File: src/rtl/mem_stage.sv
// Memory pipeline stage: latches the EX result, extracts sign/zero-extended
// load data from the data SRAM read port, and stalls the pipeline until the
// read data strobe arrives. A one-word buffer keeps load data that arrived
// while the stage itself was held by the rest of the pipeline.
module mem_stage #(
   parameter int EX_TO_MEM_WD = 79,
   parameter int MEM_TO_WB_WD = 70,
   parameter int STALL_WD     = 6
) (
   input  logic                    clk,
   input  logic                    resetn,
   input  logic [STALL_WD-1:0]     stall,
   input  logic [EX_TO_MEM_WD-1:0] ex_to_mem_bus,
   input  logic [31:0]             data_sram_rdata,
   input  logic                    data_sram_rvalid,
   output logic [MEM_TO_WB_WD-1:0] mem_to_wb_bus,
   output logic [37:0]             mem_to_id_bus,
   output logic                    stallreq_for_mem
);

   typedef enum logic [1:0] {
      IDLE,
      WAIT,
      HOLD
   } MemState;

   MemState                 r_state;
   MemState                 w_nextState;
   logic [EX_TO_MEM_WD-1:0] r_exMemBus;
   logic [31:0]             r_loadBuffer;

   logic [31:0] w_pc;
   logic [2:0]  w_memOp;
   logic        w_dataRamEn;
   logic [3:0]  w_dataRamWen;
   logic        w_selRfRes;
   logic        w_rfWe;
   logic [4:0]  w_rfWaddr;
   logic [31:0] w_exResult;

   logic        w_isLoad;
   logic        w_rvalidUsed;
   logic        w_waiting;
   logic        w_capture;
   logic [31:0] w_rawData;
   logic [7:0]  w_byte;
   logic [15:0] w_half;
   logic [31:0] w_loadData;
   logic [31:0] w_rfWdata;
   logic        w_outWe;
   logic        w_memStop;
   logic        w_unusedStall;

   assign w_memStop     = stall[3];
   assign w_unusedStall = ^stall;

   assign w_pc         = r_exMemBus[78:47];
   assign w_memOp      = r_exMemBus[46:44];
   assign w_dataRamEn  = r_exMemBus[43];
   assign w_dataRamWen = r_exMemBus[42:39];
   assign w_selRfRes   = r_exMemBus[38];
   assign w_rfWe       = r_exMemBus[37];
   assign w_rfWaddr    = r_exMemBus[36:32];
   assign w_exResult   = r_exMemBus[31:0];

   // Only a real load waits for the SRAM; stores and ALU results pass straight through.
   assign w_isLoad     = w_dataRamEn && (w_dataRamWen == 4'b0000) && w_selRfRes;
   assign w_rvalidUsed = data_sram_rvalid && (((r_state == IDLE) && w_isLoad) || (r_state == WAIT));
   assign w_waiting    = !data_sram_rvalid && (((r_state == IDLE) && w_isLoad) || (r_state == WAIT));
   assign w_capture    = w_rvalidUsed && w_memStop;

   // Input register: bubble when MEM stops but WB drains, load when MEM advances, else hold.
   always_ff @(posedge clk) begin
      if (!resetn) begin
         r_exMemBus <= '0;
      end else if (stall[3] && !stall[4]) begin
         r_exMemBus <= '0;
      end else if (!stall[3]) begin
         r_exMemBus <= ex_to_mem_bus;
      end
   end

   // Load-wait state register.
   always_ff @(posedge clk) begin
      if (!resetn) begin
         r_state <= IDLE;
      end else begin
         r_state <= w_nextState;
      end
   end

   // Keep read data that arrived while this stage was frozen by a downstream stall.
   always_ff @(posedge clk) begin
      if (!resetn) begin
         r_loadBuffer <= '0;
      end else if (w_capture) begin
         r_loadBuffer <= data_sram_rdata;
      end
   end

   // Next-state logic for the load-wait FSM.
   always_comb begin
      w_nextState = r_state;
      case (r_state)
         IDLE: begin
            if (w_isLoad) begin
               if (!data_sram_rvalid) begin
                  w_nextState = WAIT;
               end else if (w_memStop) begin
                  w_nextState = HOLD;
               end
            end
         end
         WAIT: begin
            if (data_sram_rvalid) begin
               w_nextState = w_memStop ? HOLD : IDLE;
            end
         end
         HOLD: begin
            if (!w_memStop) begin
               w_nextState = IDLE;
            end
         end
         default: w_nextState = IDLE;
      endcase
   end

   // Lane selection and sign/zero extension of the load word.
   always_comb begin
      w_rawData = (r_state == HOLD) ? r_loadBuffer : data_sram_rdata;
      w_byte    = w_rawData[7:0];
      case (w_exResult[1:0])
         2'd0:    w_byte = w_rawData[7:0];
         2'd1:    w_byte = w_rawData[15:8];
         2'd2:    w_byte = w_rawData[23:16];
         default: w_byte = w_rawData[31:24];
      endcase
      w_half = w_exResult[1] ? w_rawData[31:16] : w_rawData[15:0];
      case (w_memOp)
         3'b001:  w_loadData = {{24{w_byte[7]}}, w_byte};
         3'b010:  w_loadData = {24'd0, w_byte};
         3'b011:  w_loadData = {{16{w_half[15]}}, w_half};
         3'b100:  w_loadData = {16'd0, w_half};
         default: w_loadData = w_rawData;
      endcase
   end

   // Writeback/forwarding outputs; write enable is suppressed while load data is outstanding.
   always_comb begin
      w_rfWdata        = w_selRfRes ? w_loadData : w_exResult;
      w_outWe          = w_rfWe && !w_waiting;
      stallreq_for_mem = w_waiting;
      mem_to_wb_bus    = {w_pc, w_outWe, w_rfWaddr, w_rfWdata};
      mem_to_id_bus    = {w_outWe, w_rfWaddr, w_rfWdata};
   end

endmodule

File: config.mk
export PLATFORM = sky130hd
export DESIGN_NAME = mem_stage
export DESIGN_NICKNAME = d
export VERILOG_FILES = /design/src/rtl/mem_stage.sv
export SDC_FILE = /design/constraint.sdc
export NUM_CORES = 1
export LEC_CHECK = 0
export ABC_CLOCK_PERIOD_IN_PS = 2900
export BUFFER_PORTS_ARGS = -buffer_cell sky130_fd_sc_hd__buf_2
export CAP_MARGIN = 20
export CORE_MARGIN = 5
export CORE_UTILIZATION = 40
export DETAILED_ROUTE_END_ITERATION = 10
export GPL_TIMING_DRIVEN = 0
export PLACE_DENSITY_LB_ADDON = 0.1
export RECOVER_POWER = 50
export SYNTH_ARGS = -nofsm -noshare
export SYNTH_HDL_FRONTEND = slang
export SYNTH_SLANG_ARGS = --single-unit
File: constraint.sdc
create_clock -name clk -period 2.9 [get_ports clk]
set_clock_uncertainty 0.05 [all_clocks]
set_input_delay 0 -clock clk [delete_from_list [all_inputs] [get_ports clk]]
set_output_delay 0 -clock clk [all_outputs]
set_load 0.01 [all_outputs]
==> flow_metrics.tcl <==
set metrics [dict create \
    status "finished, final reports clean" \
    n_fill_cell 1315 \
    cts_sinks 113 \
    routabilityCongestion 0.896 \
    cp-end-kind "primary output" \
    critPathMaxStageDelay_ns 0.56 \
    intPower_uw 3270 \
    clk_latency_ns 0.42 \
    synth_nets 773 \
    antenna_found_initial 0 \
    worstSetupPathType "reg -> out" \
    wirelength_um 19400 \
    htreeDepth 4 \
    synth_area_um2 6150 \
    clk_pin_slew_worst_paths_ns 0.05 \
    worst-endpoint-required_ns 2.85 \
    initial_core_util_pct 40.6 \
    port_buffers 223 \
    postSynthCellCount 653 \
    grt_use_total_pct 21.4 \
    setup_viol 0 \
    comb_power_share_pct 20.0 \
    die_w_um 134 \
    p_per_area_nw_per_um2 482 \
    fin_crit_sh_pct 95.5 \
    grt_pass1_vias 5850 \
    via_count 5828 \
    gr-total-overflow 0 \
    cp_max_fo 10 \
    dp_hpwl_um 14500 \
    grt_pass1_wl_um 30100 \
    dp.cells 1064 \
    areaGrowthSynthToFinish_pct 48.8 \
    rr_worst_depth 8 \
    detail-route-antenna-nets 0 \
    switching_share_pct 25.9 \
    slew_violations 0 \
    worst_hold_slack_ns 0.126 \
    p_leak_uw 0.00441 \
    power.switching_uw 1140 \
    die_area_um2 18000 \
    cp.depth 9 \
    cts_buffers 17 \
    rsz0062_at_grt "false" \
    cts_buffer_depth 2 \
    postLayoutCoreUtil_pct 60.4 \
    cp_top_family "multiplexers" \
    final_cell_mix "buf_2, mux2i_1, dlygate4sd3_1, dfxtp_1, nor2_1" \
    clkPwrFrac_pct 42.7 \
    drc_errors 0 \
    final_common_cell "buf_2" \
    whs_path_depth 3 \
    p_total_uw 4410 \
    clockRootBuffer "clkbuf_16" \
    firstDrtPassIters 8 \
    drive_gt1_share_pct 31.5 \
    yosys_warnings 0 \
    core-area_um2 15100 \
    post-cts-setup-buffer-count 0 \
    startpoint_type "flip-flop" \
    crit_arrival_ns 2.72 \
    path_buf_inv 4 \
    final_hold_viol_count 0 \
    synth_seq_area_share_pct 36.8 \
    drt-vias-per-instance 4.82 \
    ys_dominant_reg_cell "dfxtp_1" \
    final_cells 1208 \
    die_h_um 134 \
    ir_drop_mv 0.494 \
    ys_ff_latch 113 \
    drtIter0Drc 206 \
    p_seq_share_pct 37.3 \
    fin_crit_ns 2.77 \
    wl_per_cell_um 16.0 \
    avgSynthCellArea_um2 9.42 \
    path_cells "nand2b_1 -> buf_6 -> buf_6 -> mux2i_1 -> mux4_2 -> nor2_1 -> o22a_1 -> buf_4 -> buf_2" \
    drv_cap 0 \
    tightest_slew_ns 1.06 \
    ios 229 \
    synthDistinctLibCells 41 \
    rows 45 \
    max_freq_ghz 0.361 \
    antenna_cells 0 \
    nets 1131 \
    ys_async_sr_fraction_pct 0 \
    grt_max_degree 17 \
    fin_setup_tns_ns 0 \
    crit_slowest_cell "mux2i_1" \
    hold_class "in -> reg" \
    crit_path_frequent_cell "buf_6" \
    relSlewSlack_pct 28.4 \
    synth-edff-count 0 \
    cts_tree "built" \
]
[power groups by stage]
stage,combinational (µW),clock [µW],sequential [µW]
3_3_place_gp,756,0,1670
5_1_grt,955,1990,1650
2_1_floorplan,480,0,1660
3_5_place_dp,767,0,1670
4_1_cts,889,1920,1640
6_report,880,1880,1640
[worst reg2reg max path: cells and delay by family (launching register included)]
| family | cells | cell delay (ns) |
|---|---|---|
| multiplexers | 1 | 0.20 |
| AND/OR/NAND/NOR | 3 | 0.75 |
| flip-flops | 1 | 0.30 |
| AO/OA/AOI/OAI | 1 | 0.27 |
| buffers and inverters | 3 | 1.01 |
[state kept, by name, summed over array words and instances, names as in the netlist]
name,flops
r_state,2
r_exMemBus,79
r_loadBuffer,32
[final cells by class]
class / count / area (µm²) / area share (%)
Buffer: 120 / 802 / 8.76
Clock buffer: 23 / 508 / 5.55
Clock inverter: 5 / 30.0 / 0.328
Inverter: 4 / 15.0 / 0.164
Multi-Input combinational cell: 416 / 3070 / 33.6
Sequential cell: 113 / 2260 / 24.7
Tap cell: 188 / 235 / 2.57
Timing Repair Buffer: 339 / 2230 / 24.3
[synthesized netlist by cell type (4+ instances only)]
cell type / count / area, µm²
mux2i_1: 150 / 1500
dfxtp_1: 113 / 2260
nor2_1: 111 / 417
buf_4: 76 / 571
nor2b_1: 33 / 206
clkbuf_1: 26 / 97.6
o21a_1: 17 / 128
a21oi_1: 15 / 75.1
nand2_1: 14 / 52.6
a31oi_1: 11 / 68.8
o21ai_0: 9 / 45.0
buf_6: 8 / 90.1
nand3_1: 7 / 35.0
o221ai_1: 7 / 61.3
buf_2: 6 / 30.0
mux4_2: 6 / 135
o22a_1: 6 / 52.6
a21oi_2: 5 / 43.8
buf_1: 4 / 15.0
nand2b_1: 4 / 25.0
[final timing paths]
check / endpoint / slack [ns] / start
max: mem_to_wb_bus[6] / 0.13 / r_state[0]
min: r_loadBuffer[8] / 0.13 / resetn
max reg2reg: r_loadBuffer[2] / 0.20 / r_exMemBus[38]
min reg2reg: r_exMemBus[13] / 0.44 / r_exMemBus[13]
[timing repair]
| item | in CTS | in global routing |
|---|---|---|
| resized for setup | 0 | 1 |
| hold endpoints to repair | 113 | 0 |
| hold buffers | 116 | 0 |
| setup endpoints to repair | 0 | 5 |
[per-layer routing]
| metal | share of wire, % | track usage, % | vias to the layer above |
|---|---|---|---|
| met1 | 42 | 25.5 | 2719 |
| met5 | 0 | 0 | - |
| li1 | - | - | 2880 |
| met4 | 2.3 | 7.89 | 0 |
| met2 | 50 | 37.2 | 202 |
| met3 | 5.9 | 5.25 | 27 |
[cell families (layout without fill, tap and decap cells)]
logic type | count (synthesis) | after routing | synth area share [%]
AO/OA/AOI/OAI | 81 | 81 | 9.70
XOR/XNOR | 3 | 3 | 0.427
buffers and inverters | 124 | 491 | 13.3
flip-flops | 113 | 113 | 36.8
multiplexers | 157 | 157 | 26.8
AND/OR/NAND/NOR | 175 | 175 | 12.9
[per-stage QoR]
stage          area, µm²  setup slack, ns
2_1_floorplan       6150            0.933
3_3_place_gp        7500            0.599
3_5_place_dp        7500            0.591
4_1_cts             9200            0.128
5_1_grt             9150         0.000479
6_report            9150            0.130
Power figures use the tool's default switching activity.
